===== src/rtl/bus_master_port.sv =====
// Serial system-bus master port: one parallel request in, address/write data shifted out LSB-first,
// serial read data assembled, single-cycle response with error status out.
module bus_master_port #(
   parameter int ADDR_WIDTH = 16,
   parameter int DATA_WIDTH = 8,
   parameter int TIMEOUT    = 64
) (
   input  logic                  clk,
   input  logic                  rstn,
   input  logic                  req_valid,
   output logic                  req_ready,
   input  logic [ADDR_WIDTH-1:0] req_addr,
   input  logic [DATA_WIDTH-1:0] req_wdata,
   input  logic                  req_write,
   output logic                  rsp_valid,
   output logic                  rsp_err,
   output logic [DATA_WIDTH-1:0] rsp_rdata,
   output logic                  mbreq,
   input  logic                  mbgrant,
   output logic                  mmode,
   output logic                  mvalid,
   output logic                  mdata,
   input  logic                  sack,
   input  logic                  srvalid,
   input  logic                  srdata
);

   localparam int MAXAD = (ADDR_WIDTH > DATA_WIDTH) ? ADDR_WIDTH : DATA_WIDTH;
   localparam int MAXV  = (MAXAD > TIMEOUT + 1) ? MAXAD : TIMEOUT + 1;
   localparam int CW    = $clog2(MAXV);
   localparam logic [CW-1:0] ALAST = CW'(ADDR_WIDTH - 1);
   localparam logic [CW-1:0] DLAST = CW'(DATA_WIDTH - 1);
   localparam logic [CW-1:0] TLAST = CW'(TIMEOUT - 1);

   typedef enum logic [2:0] {IDLE, REQ, ADDR, WAIT_ACK, WDATA, RDATA, DONE} state_t;

   state_t                state_q, state_d;
   logic [CW-1:0]         cnt_q, cnt_d, tcnt_q, tcnt_d;
   logic [ADDR_WIDTH-1:0] ash_q, ash_d;
   logic [DATA_WIDTH-1:0] wsh_q, wsh_d, rbuf_q, rbuf_d;
   logic                  write_q, write_d, err_q, err_d, bit_d;
   logic                  ready_q, rspValid_q, rspErr_q, mbreq_q, mvalid_q, mdata_q;
   logic [DATA_WIDTH-1:0] rdata_q;

   // Address and write data leave through shift registers, so the next serial bit is always bit 0.
   always_comb begin
      state_d = state_q;
      cnt_d   = cnt_q;
      tcnt_d  = tcnt_q;
      ash_d   = ash_q;
      wsh_d   = wsh_q;
      rbuf_d  = rbuf_q;
      write_d = write_q;
      err_d   = err_q;
      bit_d   = 1'b0;
      case (state_q)
         IDLE: begin
            if (req_valid) begin
               ash_d   = req_addr;
               wsh_d   = req_wdata;
               write_d = req_write;
               rbuf_d  = '0;
               err_d   = 1'b0;
               state_d = REQ;
            end
         end
         REQ: begin
            if (mbgrant) begin
               cnt_d   = '0;
               bit_d   = ash_q[0];
               ash_d   = ash_q >> 1;
               state_d = ADDR;
            end
         end
         ADDR: begin
            if (!mbgrant) begin
               err_d   = 1'b1;
               state_d = DONE;
            end else if (cnt_q == ALAST) begin
               tcnt_d  = '0;
               state_d = WAIT_ACK;
            end else begin
               cnt_d = cnt_q + CW'(1);
               bit_d = ash_q[0];
               ash_d = ash_q >> 1;
            end
         end
         WAIT_ACK: begin
            if (!mbgrant) begin
               err_d   = 1'b1;
               state_d = DONE;
            end else if (sack) begin
               cnt_d  = '0;
               tcnt_d = '0;
               if (write_q) begin
                  bit_d   = wsh_q[0];
                  wsh_d   = wsh_q >> 1;
                  state_d = WDATA;
               end else begin
                  state_d = RDATA;
               end
            end else if (tcnt_q == TLAST) begin
               err_d   = 1'b1;
               state_d = DONE;
            end else begin
               tcnt_d = tcnt_q + CW'(1);
            end
         end
         WDATA: begin
            if (!mbgrant) begin
               err_d   = 1'b1;
               state_d = DONE;
            end else if (cnt_q == DLAST) begin
               err_d   = 1'b0;
               state_d = DONE;
            end else begin
               cnt_d = cnt_q + CW'(1);
               bit_d = wsh_q[0];
               wsh_d = wsh_q >> 1;
            end
         end
         RDATA: begin
            // Read bits enter at the top so the first (LSB) bit lands in bit 0 after the last shift.
            if (!mbgrant) begin
               err_d   = 1'b1;
               state_d = DONE;
            end else if (srvalid) begin
               rbuf_d = {srdata, rbuf_q[DATA_WIDTH-1:1]};
               tcnt_d = '0;
               if (cnt_q == DLAST) begin
                  err_d   = 1'b0;
                  state_d = DONE;
               end else begin
                  cnt_d = cnt_q + CW'(1);
               end
            end else if (tcnt_q == TLAST) begin
               err_d   = 1'b1;
               state_d = DONE;
            end else begin
               tcnt_d = tcnt_q + CW'(1);
            end
         end
         DONE:    state_d = IDLE;
         default: state_d = IDLE;
      endcase
   end

   // Outputs are registered from the next state so they line up with the state they belong to.
   always_ff @(posedge clk or negedge rstn) begin
      if (!rstn) begin
         state_q    <= IDLE;
         cnt_q      <= '0;
         tcnt_q     <= '0;
         ash_q      <= '0;
         wsh_q      <= '0;
         rbuf_q     <= '0;
         write_q    <= 1'b0;
         err_q      <= 1'b0;
         ready_q    <= 1'b1;
         rspValid_q <= 1'b0;
         rspErr_q   <= 1'b0;
         rdata_q    <= '0;
         mbreq_q    <= 1'b0;
         mvalid_q   <= 1'b0;
         mdata_q    <= 1'b0;
      end else begin
         state_q    <= state_d;
         cnt_q      <= cnt_d;
         tcnt_q     <= tcnt_d;
         ash_q      <= ash_d;
         wsh_q      <= wsh_d;
         rbuf_q     <= rbuf_d;
         write_q    <= write_d;
         err_q      <= err_d;
         ready_q    <= (state_d == IDLE);
         rspValid_q <= (state_d == DONE);
         rspErr_q   <= (state_d == DONE) && err_d;
         mbreq_q    <= (state_d inside {REQ, ADDR, WAIT_ACK, WDATA, RDATA});
         mvalid_q   <= (state_d == ADDR) || (state_d == WDATA);
         mdata_q    <= bit_d;
         if ((state_d == DONE) && !write_q && !err_d) begin
            rdata_q <= rbuf_d;
         end
      end
   end

   assign req_ready = ready_q;
   assign rsp_valid = rspValid_q;
   assign rsp_err   = rspErr_q;
   assign rsp_rdata = rdata_q;
   assign mbreq     = mbreq_q;
   assign mmode     = write_q;
   assign mvalid    = mvalid_q;
   assign mdata     = mdata_q;

endmodule


===== config.mk =====
export PLATFORM = sky130hd
export DESIGN_NAME = bus_master_port
export DESIGN_NICKNAME = d
export VERILOG_FILES = /design/src/rtl/bus_master_port.sv
export SDC_FILE = /design/constraint.sdc
export NUM_CORES = 1
export LEC_CHECK = 0
export CAP_MARGIN = 40
export CORE_MARGIN = 3
export CORE_UTILIZATION = 25
export CTS_BUF_LIST = sky130_fd_sc_hd__clkbuf_16
export CTS_CLUSTER_DIAMETER = 40
export CTS_CLUSTER_SIZE = 20
export DETAILED_ROUTE_END_ITERATION = 7
export PLACE_DENSITY = 0.5
export SLEW_MARGIN = 15
export SYNTH_ARGS = -nofsm -noshare
export SYNTH_HDL_FRONTEND = slang
export SYNTH_SLANG_ARGS = --single-unit
export TNS_END_PERCENT = 100

===== constraint.sdc =====
create_clock -name clk -period 3.74 [get_ports clk]
set_input_delay 0.748 -clock clk [delete_from_list [all_inputs] [get_ports clk]]
set_output_delay 0.748 -clock clk [all_outputs]
set_load 0.03 [all_outputs]

==> results.tsv <==
metric	value	unit
required time worst endpoint	3940	ps
CTS resizes	0	
dpl hpwl	5220	um
hold_buf cts	0	
Worst Hold Class	in2async	
largest net degree at the start of global routing	26	
synthesized cell area	0.00324	sq mm
synth top area cells	dfrtp_1, mux2_2, mux2i_1	
initial antenna violation count	0	
final worst path period share	79.5	%
Least-Margin Pin Slew	670	ps
Worst Skew	11.0	ps
CP Max Fanout	8	
Final ANT Viol Nets	0	
Row Count	40	
# port buffers	46	
synthesized area per cell	10.6	sq um
die area	0.0144	sq mm
crit path cell chain	clkdlybuf4s50_1, nor4bb_1, a21oi_1, o22a_1, nor4b_4, mux2_2	
Starting Density	26.3	%
flops & latches, synth	65	
Critical Path Slowest Stage Cell	nor4b_4	
WL/cell	13.9	um
Tmin final	2970	ps
Netlist cell types	47	
I/O pins	47	
clk sinks	65	
htree depth	3	
via count	2525	
Worst VDD drop	0.253	mV
clk buf depth	2	
# fillers	1297	
final hold vios	0	
grt total ovfl	0	
Static Leak	0.00180	uW
Post-synth ARST share	100	%
global-route wire length before repair	12400	um
DIE HEIGHT	120	um
CP arrival	3180	ps
Vias/cell	4.76	
pwr/cell area	739	mW/mm^2
RD Place Congestion	0.857	
Detailed Routing Iterations Pass 1	4	
share of cells above drive strength 1	16.0	%
CP max stage delay	580	ps
TritonCTS Buffers	9	
Diodes inserted	0	
sequential cell area fraction in the yosys report	50.3	%
RSZ-0062 raised after global routing	false	
fin worst setup slack	766	ps
Max Freq	336	MHz
Syn Nets	340	
Iteration-0 DRC Markers	123	
Synth Flop Type	dfrtp_1	
Pwr Total	3140	uW
post-place setup slack	390	ps
CTS tree	done	
Fin Setup TNS	0	ps
max_cap viols	0	
Remaining DRCs	0	
Tot GR Track Use	10.6	%
cell taking the most area after synthesis	dfrtp_1	
Crit. End Element	flop	
Largest delay share family, worst path	simple AND/OR/NAND/NOR gates	
WS Path Type	in2reg	
CP Launch Type	primary input	
Root Driver	clkbuf_16	
Clk Latency, worst-skew pair	330	ps
EDFF count, synth	0	
Total Nets Final	391	
Mapped Cells	306	
final number of setup-violating endpoints	0	
Area Growth Syn to Fin	31.0	%
Yosys top cell area share	49.4	%
Clk pin slew, worst setup/hold paths	60	ps
relative slew slack	55.0	%
Buf/Inv on CP	1	
Ys Warns	0	
Post-CTS Setup Inserts	0	
status	finished, final reports clean	
DRT Wirelength	7370	um
core box area	0.0123	sq mm
vias in the first global route	2481	
chip width	120	um
max-slew violation count	0	
## synthesized netlist by cell type (3+ instances only)
cell	instances
dfrtp_1	64
nand2_1	26
o21ai_0	25
mux2_2	24
a21oi_1	18
mux2i_1	15
nand2b_1	13
clkbuf_1	12
a22o_1	9
nor2_1	9
nor2b_1	9
o31ai_1	9
nor3_1	7
nand3_1	6
a31o_2	5
and3_1	5
inv_1	5
a21boi_0	3
a21o_1	3
o211ai_1	3
o22a_1	3
o22ai_1	3
## cells in the final DEF (no fill, tap or decap), types with 6 or more instances in the layout
cell type | Yosys | layout
o21ai_0 | 25 | 25
clkdlybuf4s50_1 | 0 | 45
nand3_1 | 6 | 6
inv_1 | 5 | 6
o31ai_1 | 9 | 9
a22o_1 | 9 | 9
clkbuf_16 | 0 | 9
a21oi_1 | 18 | 17
nand2_1 | 26 | 26
buf_4 | 0 | 9
mux2_2 | 24 | 24
nor2_1 | 9 | 9
nor2b_1 | 9 | 9
nor3_1 | 7 | 7
nand2b_1 | 13 | 13
mux2i_1 | 15 | 15
dfrtp_1 | 64 | 64
## per-stage QoR
| stage | area (sq um) | hold WS (ps) | util [%] | cells |
|---|---|---|---|---|
| CTS | 4240 | 417 | 34.5 | 530 |
| finish | 4240 | 400 | 34.5 | 530 |
| detailed placement | 3920 | 470 | 31.9 | 514 |
| global route | 4240 | 448 | 34.5 | 530 |
| global placement | 3910 | 466 | 31.8 | 513 |
| floorplan | 3240 | 444 | - | 306 |
## worst paths after layout
check,slack [ps],end,start,cells after the start
max in group asynchronous,2610,req_ready$_DFF_PN1_,rstn,2
max reg2reg,840,rsp_rdata[7]$_DFFE_PN0P_,cnt_q[0]$_DFFE_PN0P_,6
max,770,rsp_rdata[7]$_DFFE_PN0P_,sack,6
min,400,ash_q[13]$_DFFE_PN0P_,rstn,1
min in group clk,480,ash_q[1]$_DFFE_PN0P_,ash_q[1]$_DFFE_PN0P_,2
min reg2reg,480,ash_q[1]$_DFFE_PN0P_,ash_q[1]$_DFFE_PN0P_,2
## cells by family after synthesis
family                   Yosys count  share of synthesized area (%)
adder cells (fa/ha/maj)            2                          0.772
flip-flops                        65                           50.3
multiplexers                      39                           13.0
AO/OA/AOI/OAI                     92                           18.8
buffers and inverters             21                           2.55
AND/OR/NAND/NOR                   87                           14.7
## layout make-up
cell class	count	area, sq um	share of cell area, %
inverters	5	18.8	0.442
clock buffers	9	225	5.31
repair buffers	56	534	12.6
well taps	168	210	4.95
multi-input cells	220	1530	36.1
clock inverters	7	93.8	2.21
flip-flops and latches	65	1630	38.4
## sequential cells by signal (all words and copies together) (netlist names)
| name | cells |
|---|---|
| err_q | 1 |
| wsh_q | 8 |
| mdata | 1 |
| tcnt_q | 7 |
| rsp_valid | 1 |
| req_ready | 1 |
| ash_q | 16 |
| mmode | 1 |
| rsp_err | 1 |
| cnt_q | 7 |
| rsp_rdata | 8 |
| mbreq | 1 |
| rbuf_q | 8 |
| state_q | 3 |
| mvalid | 1 |
## worst register-to-register path: stages, from the launching register on
cell and delay, ps:
dfrtp_1 390, ha_1 250, or4b_1 600, nor4b_1 370
o211ai_1 220, nor4b_4 560, mux2_2 400
## routing by layer
metal  GRT usage, %  up-vias  part of all wire, %
li1               -     1232                    -
met1           14.9     1218                   50
met2           15.2       66                   44
met3           3.35        9                  5.2
met4           3.72        0                  1.4
met5              0        -                    0
## where the power goes
| group | total (uW) | internal [uW] | switching [uW] |
|---|---|---|---|
| logic | 1180 | 531 | 646 |
| clock network | 900 | 585 | 316 |
| registers | 1060 | 908 | 150 |
No activity file was read; power rests on OpenSTA's default activity.
